[config.mk]
export PLATFORM = sky130hd
export DESIGN_NAME = nonsym_pattern_gen
export DESIGN_NICKNAME = d
export VERILOG_FILES = /design/src/rtl/nonsym_pkg.sv /design/src/rtl/nonsym_pattern_gen.sv
export SDC_FILE = /design/constraint.sdc
export NUM_CORES = 1
export LEC_CHECK = 0
export BUFFER_PORTS_ARGS = -buffer_cell sky130_fd_sc_hd__buf_4
export CELL_PAD_IN_SITES_DETAIL_PLACEMENT = 0
export CELL_PAD_IN_SITES_GLOBAL_PLACEMENT = 1
export CORE_MARGIN = 10
export CORE_UTILIZATION = 35
export DETAILED_ROUTE_END_ITERATION = 16
export PLACE_DENSITY_LB_ADDON = 0.1
export SETUP_SLACK_MARGIN = 0.5
export SYNTH_ARGS = -nofsm -noshare
export SYNTH_HDL_FRONTEND = slang
export SYNTH_SLANG_ARGS = --single-unit
[constraint.sdc]
create_clock -name okClk -period 3.3 [get_ports okClk]
set_clock_uncertainty 0.2 [all_clocks]
set_input_delay 0.165 -clock okClk [delete_from_list [all_inputs] [get_ports okClk]]
set_output_delay 0.165 -clock okClk [all_outputs]
set_load 0.005 [all_outputs]
[src/rtl/nonsym_pkg.sv]
// -----------------------------------------------------------------------------
// nonsym_pkg
// Shared definitions for the non-symmetric FIFO pattern checker:
//   - pattern mode encodings (latched from pattern_sel[1:0])
//   - LFSR seed and tap positions
//   - checkerboard constants
//   - checker FSM state encoding
//   - helper functions: one LFSR step and the per-mode seed value
// -----------------------------------------------------------------------------
package nonsym_pkg;

  localparam int LANE_W = 32;

  typedef enum logic [1:0] {
    MODE_COUNTER = 2'd0,
    MODE_LFSR    = 2'd1,
    MODE_WALK    = 2'd2,
    MODE_CHECKER = 2'd3
  } mode_e;

  typedef enum logic {
    ST_IDLE = 1'b0,
    ST_RUN  = 1'b1
  } state_e;

  localparam logic [LANE_W-1:0] LFSR_SEED    = 32'h0000_0001;
  localparam int                LFSR_TAP_A   = 31;
  localparam int                LFSR_TAP_B   = 21;
  localparam int                LFSR_TAP_C   = 1;
  localparam int                LFSR_TAP_D   = 0;

  localparam logic [LANE_W-1:0] CHECKER_EVEN = 32'hAAAA_AAAA;
  localparam logic [LANE_W-1:0] CHECKER_ODD  = 32'h5555_5555;

  // Shift left by one, feedback from the four taps enters at bit 0.
  function automatic logic [LANE_W-1:0] lfsr_step(input logic [LANE_W-1:0] s);
    return {s[LANE_W-2:0], s[LFSR_TAP_A] ^ s[LFSR_TAP_B] ^ s[LFSR_TAP_C] ^ s[LFSR_TAP_D]};
  endfunction

  // s(0) for each mode.
  function automatic logic [LANE_W-1:0] seed_of(input mode_e m);
    case (m)
      MODE_COUNTER: return '0;
      MODE_LFSR:    return LFSR_SEED;
      MODE_WALK:    return 32'h0000_0001;
      MODE_CHECKER: return CHECKER_EVEN;
      default:      return '0;
    endcase
  endfunction

endpackage

[src/rtl/nonsym_pattern_gen.sv]
// -----------------------------------------------------------------------------
// nonsym_pattern_gen
// Host pattern generator. Holds the latched mode and s(2k), the expected
// earlier host word of the next beat, and presents {s(2k), s(2k+1)}
// combinationally. Each advance moves the sequence forward by two words.
//
// Ports:
//   okClk      clock
//   reset_n    asynchronous active-low reset (mode 0, s = 0)
//   restart_i  reseed the sequence and latch mode_i
//   mode_i     pattern mode to latch on restart
//   advance_i  one accepted beat: step the sequence by two
//   lanes_o    expected beat {s(2k), s(2k+1)}
// -----------------------------------------------------------------------------
module nonsym_pattern_gen
  import nonsym_pkg::*;
(
  input  logic                okClk,
  input  logic                reset_n,
  input  logic                restart_i,
  input  mode_e               mode_i,
  input  logic                advance_i,
  output logic [2*LANE_W-1:0] lanes_o
);

  mode_e             mode_q;
  logic [LANE_W-1:0] s_q;
  logic [LANE_W-1:0] s_d;
  logic [LANE_W-1:0] s_odd;
  logic [LANE_W-1:0] s_adv;

  // s(2k+1) and s(2k+2), both derived from the stored s(2k).
  always_comb begin
    // NOTE: every always_comb output gets a default first so no path can infer a latch.
    s_odd = s_q;
    s_adv = s_q;
    case (mode_q)
      MODE_COUNTER: begin
        s_odd = s_q + 32'd1;
        s_adv = s_q + 32'd2;
      end
      MODE_LFSR: begin
        s_odd = lfsr_step(s_q);
        s_adv = lfsr_step(lfsr_step(s_q));
      end
      MODE_WALK: begin
        s_odd = {s_q[LANE_W-2:0], s_q[LANE_W-1]};
        s_adv = {s_q[LANE_W-3:0], s_q[LANE_W-1:LANE_W-2]};
      end
      MODE_CHECKER: begin
        s_odd = CHECKER_ODD;
        s_adv = CHECKER_EVEN;
      end
      default: ;
    endcase
  end

  always_comb begin
    s_d = s_q;
    if (restart_i) begin
      s_d = seed_of(mode_i);
    end else if (advance_i) begin
      s_d = s_adv;
    end
  end

  assign lanes_o = {s_q, s_odd};

  always_ff @(posedge okClk or negedge reset_n) begin
    // NOTE: sequential state uses non-blocking assignments so every register samples pre-edge values.
    if (!reset_n) begin
      mode_q <= MODE_COUNTER;
      s_q    <= '0;
    end else begin
      if (restart_i) begin
        mode_q <= mode_i;
      end
      s_q <= s_d;
    end
  end

endmodule

After elaboration in Yosys (flattened, before gate mapping) --
Cells that the tools add are included.
Storage, ports and cells: flip-flop bits (word level) 34, bits of input ports 6, output and inout port bits 64
Cells by class: $add $sub $neg 2, eq/ne operators 6, muxes and demuxes 5, bitwise gates (word level) 6, reductions and logical operators 4
Operators with widths (count):
- 32-bit one-hot mux with 4 select lines | 2
- 32-bit one-hot mux with 3 select lines | 1
- 32-bit two-way mux | 2
- 32-bit by 1-bit adder with 32-bit output, second input constant | 1
- 32-bit by 2-bit adder with 32-bit output, second input constant | 1
- 2-bit equality test, second input constant | 4
- 1-bit bitwise XOR | 6
- 2-bit by 1-bit equality test with 1-bit output, second input constant | 2
- 2-bit zero test | 2
- 2-bit nonzero test | 1
- 2-bit OR reduction | 1

Logic depth before layout (Yosys ltp) --
depth in word-level cells 7, mapped depth 8

Least setup slack after synthesis --
No wires, ideal clock.
path type register to output, start point reg s_q[1], end point out lanes_o[31], data arrival time 1.883 ns, slack 1.052 ns, cell stages (with the launch flop) 7, buffers on the path 0, cells stage by stage dfrtp_1 > ha_1 > nand4_1 > nor3_1 > nand3_2 > or4_1 > nand3_1
On the way: longest elaborated chain between the ends 2
RTL lines:
- from (decl) | RTL line nonsym_pattern_gen.sv:27 | logic [LANE_W-1:0] s_q;
- from (signal assigned) | RTL line nonsym_pattern_gen.sv:73 | s_q <= '0;
- from (signal assigned) | RTL line nonsym_pattern_gen.sv:78 | s_q <= s_d;
- 32-bit by 1-bit adder with 32-bit output | RTL line nonsym_pattern_gen.sv:39 | s_odd = s_q + 32'd1;
- 32-bit one-hot mux with 4 select lines | RTL line nonsym_pattern_gen.sv:37 | case (mode_q)
- to (decl) | RTL line nonsym_pattern_gen.sv:23 | output logic [2*LANE_W-1:0] lanes_o
Every way passes these cells.

Worst setup path after layout --
start point reg s_q[1], end point out lanes_o[16]
The elaborated chain is that of the path after synthesis.

==> flow_summary.yaml <==
pwr:
  comb_power_share: 0.429
  power-per-cell-area_nw_per_um2: 337
  power_leakage_nw: 1.83
  netSwitchingPower_mw: 0.649
  clock_power_share: 0.226
  netSwitchingFraction: 0.415
  seq_power_share: 0.345
  ir_drop_mv: 0.141
  cell_internal_pwr_mw: 0.914
finish:
  diodes: 0
  areaGrowthSynthToFinish_pct: 23.6
  layout_cells_sized_above_1: 0.257
  finish.net_count: 593
timing:
  setup_total_negative_slack_ns: 0
  period_needed_ns: 2.80
  worst_slew_margin_rel: 0.576
  fin_hold_ws_ns: 0.0487
  slew_violations: 0
  grt_setup_unrepaired: "yes"
  fmax_ghz: 0.357
  setup-violations-final: 0
  min_period_over_period: 0.849
  max_slew.worst_pin.slew_ns: 0.631
  final_hold_viol_count: 0
critical_path:
  endpoint_of_the_worst_slack_reg_to_reg_timing_path: "s_q[29]"
  reg2reg_depth: 7
  reg2reg_from: "s_q[1]"
  timing.critical_path.fanout_max: 6
  critical-path-top-delay-family: "simple AND/OR/NAND/NOR gates"
  crit_slowest_cell: "sky130_fd_sc_hd__nor4_2"
  cp_common_cell: "sky130_fd_sc_hd__a311oi_1"
  cp_slowest_stage_delay_ns: 0.50
  worst-r2r-setup-slack_ns: 0.82
  critical_path_startpoint: "s_q[1]"
  crit_chain: "ha_1 > nand4_1 > nor4_2 > a21boi_0 > a311oi_1 > a311oi_1 > buf_4"
  setup.worst_path.end_class: "output port"
  cp.depth: 7
  timing.critical_path.arrival_ns: 2.44
  worst_setup_path_start_kind: "register"
  setup.worst_path.class: "reg2out"
  worst_ep_required_ns: 2.93
  critical_path.endpoint: "lanes_o[16]"
  timing.critical_path.buf_inv: 1
die:
  floorplan.io_pins: 70
  row_count: 37
  starting_density_of_the_core: 0.361
  die_area_sq_um: 15200
  die_height_microns: 123
  die_w_microns: 123
  fp.coreArea_sq_um: 10400
yosys:
  ys.flop_type: "sky130_fd_sc_hd__dfrtp_1"
  post_synth.cell_area_avg_sq_um: 7.08
  yosys_warnings: 0
  postSynthNetCount: 539
  synth_edf_count: 0
  post-synth-top-count-cell: "sky130_fd_sc_hd__o21ai_0"
  synth_commonest_cells: "55 x sky130_fd_sc_hd__o21ai_0, 51 x sky130_fd_sc_hd__nor2_1, 50 x sky130_fd_sc_hd__nand2_1, 42 x sky130_fd_sc_hd__a21oi_1, 42 x sky130_fd_sc_hd__clkbuf_1"
  post_synth_inst_count: 529
  mappedNetlistArea_sq_um: 3750
  yosysUniqueCellTypes: 67
  ys_seq_elements: 34
  synth.yosys.seq_area_share: 0.227
  post-synth-top-area-fraction: 0.227
  synth_area_leaders: "sky130_fd_sc_hd__dfrtp_1 23%, sky130_fd_sc_hd__o21ai_0 7.3%, sky130_fd_sc_hd__a21oi_1 5.6%"
  synthArstFlopShare: 1.00
  post-synth-top-area-cell: "sky130_fd_sc_hd__dfrtp_1"
placement:
  place.gp.congestion: 0.903
  detailed_place_hpwl_mm: 11.8
  port_buffers: 69
drt:
  drt-pass1-iter-count: 5
  top_layer: "met4"
  detail_route_met3_wl_mm: 1.38
  final_antenna_net_count: 0
  via_count: 4521
  wl_met2_mm: 7.97
  routedWlPerCell_microns: 23.5
  post-route-drc-count: 0
  dr.first_iter.drc_count: 460
  postRouteWirelength_mm: 16.9
  via_per_inst: 6.28
  met1_length_mm: 7.13
grt:
  maximum_number_of_pins_on_one_net_before_global_route_repair: 35
  grt_overflow_total: 0
  track_usage: 0.215
  grt_pass1_vias: 4296
  antenna_found_initial: 0
  grt_pass1_wl_mm: 25.5
clock_network:
  numClockSinks: 34
  worstSkewPairLatency_ns: 0.31
  cts_root_buffer: "sky130_fd_sc_hd__clkbuf_8"
  h-tree-depth: 2
  cts-root-to-sink-buffers: 2
  cts_buffers: 5
  clk_pin_slew_ns: 0.08
  tritoncts: "yes"
worst_hold_path:
  hold_class: "in2reg"
job:
  max-cap-violations: 0
status:
  outcome: "finished, final reports clean"
-- area by class of cell --
cell class | count | area, sq um
Fill cell | 1109 | 5740
Multi-Input combinational cell | 423 | 2640
Sequential cell | 34 | 870
Timing Repair Buffer | 108 | 823
Tap cell | 136 | 170
Clock buffer | 7 | 86.3
Inverter | 11 | 41.3
Clock inverter | 1 | 5.00
-- placed cells by master (no fill, tap or decap), types with 3 or more instances in the layout --
master / instances
sky130_fd_sc_hd__buf_4: 104
sky130_fd_sc_hd__o21ai_0: 55
sky130_fd_sc_hd__nor2_1: 51
sky130_fd_sc_hd__nand2_1: 49
sky130_fd_sc_hd__a21oi_1: 42
sky130_fd_sc_hd__nand3_1: 23
sky130_fd_sc_hd__nand4_1: 19
sky130_fd_sc_hd__dfrtp_1: 19
sky130_fd_sc_hd__dfrtp_2: 15
sky130_fd_sc_hd__xnor2_1: 14
sky130_fd_sc_hd__xor2_1: 11
sky130_fd_sc_hd__nor3_1: 10
sky130_fd_sc_hd__inv_1: 9
sky130_fd_sc_hd__mux2i_1: 9
sky130_fd_sc_hd__a32oi_1: 8
sky130_fd_sc_hd__a31oi_1: 7
sky130_fd_sc_hd__a22oi_1: 7
sky130_fd_sc_hd__o22ai_1: 6
sky130_fd_sc_hd__a211oi_1: 6
sky130_fd_sc_hd__clkbuf_8: 6
sky130_fd_sc_hd__nand2b_1: 5
sky130_fd_sc_hd__nor4_2: 5
sky130_fd_sc_hd__and3_1: 5
sky130_fd_sc_hd__or3_1: 5
sky130_fd_sc_hd__nor3_2: 4
sky130_fd_sc_hd__nor4_1: 4
sky130_fd_sc_hd__and2_1: 4
sky130_fd_sc_hd__nor3b_1: 4
sky130_fd_sc_hd__a311oi_1: 4
sky130_fd_sc_hd__a21o_1: 4
sky130_fd_sc_hd__nand3_2: 3
sky130_fd_sc_hd__o211ai_1: 3
sky130_fd_sc_hd__o21a_1: 3
sky130_fd_sc_hd__a221oi_1: 3
sky130_fd_sc_hd__and4_1: 3
sky130_fd_sc_hd__ha_1: 3
sky130_fd_sc_hd__dlygate4sd3_1: 3
-- power groups by stage --
stage	registers, mW	logic (mW)	clock network (mW)
finish	0.539	0.671	0.354
global placement	0.542	0.653	0
global route	0.545	0.731	0.375
CTS	0.534	0.661	0.356
floorplan	0.493	0.389	0
detailed placement	0.542	0.655	0
-- logic make-up (layout without fill, tap and decap cells) --
kind of cell,count (synthesis),after routing,share of synthesized area
adders and majority gates,6,6,0.0187
and+or+nand+nor,211,211,0.297
buffers and inverters,72,127,0.0831
AOI/OAI and AO/OA,170,170,0.282
DFF,34,34,0.227
xor gates and xnor gates,26,26,0.0644
muxes,10,10,0.0270
-- per-layer routing --
layer  track usage  up-vias
li1              -     2053
met4        0.0779        0
met1         0.277     2215
met5             0        -
met3        0.0410       33
met2         0.351      220
-- registers in the layout, indices dropped and copies added, names as in the netlist --
signal  flops
s_q        32
mode_q      2
-- how the worst min path moves through the flow --
stage                   start         to  slack, ns  cells after the start
detailed placement    reset_n    s_q[31]      -0.02                      1
global placement      reset_n    s_q[31]      -0.02                      1
global route        restart_i     s_q[6]       0.08                      2
floorplan             reset_n  mode_q[0]      -0.33                      0
finish              restart_i     s_q[8]       0.05                      2
CTS                 restart_i     s_q[8]       0.04                      2
-- per-stage QoR --
step	util	area (sq um)	cells	worst slack [ns]	power, mW
final	0.447	4630	720	0.497	1.56
after global routing	0.447	4630	720	0.372	1.65
after CTS	0.437	4530	713	0.486	1.55
after detailed placement	0.420	4360	699	0.407	1.20
after global placement	0.420	4360	699	0.504	1.19
after floorplan	-	3750	529	1.05	0.881
-- timing repair --
action,4_1_cts,5_1_grt
hold buffers,3,0
setup buffers,3,7
pin swaps,2,1
resized for setup,10,15
gates cloned,0,0
endpoints found under the hold margin,36,0
endpoints found under the setup margin,12,18
Note: power is estimated with default switching activity, not from simulation.
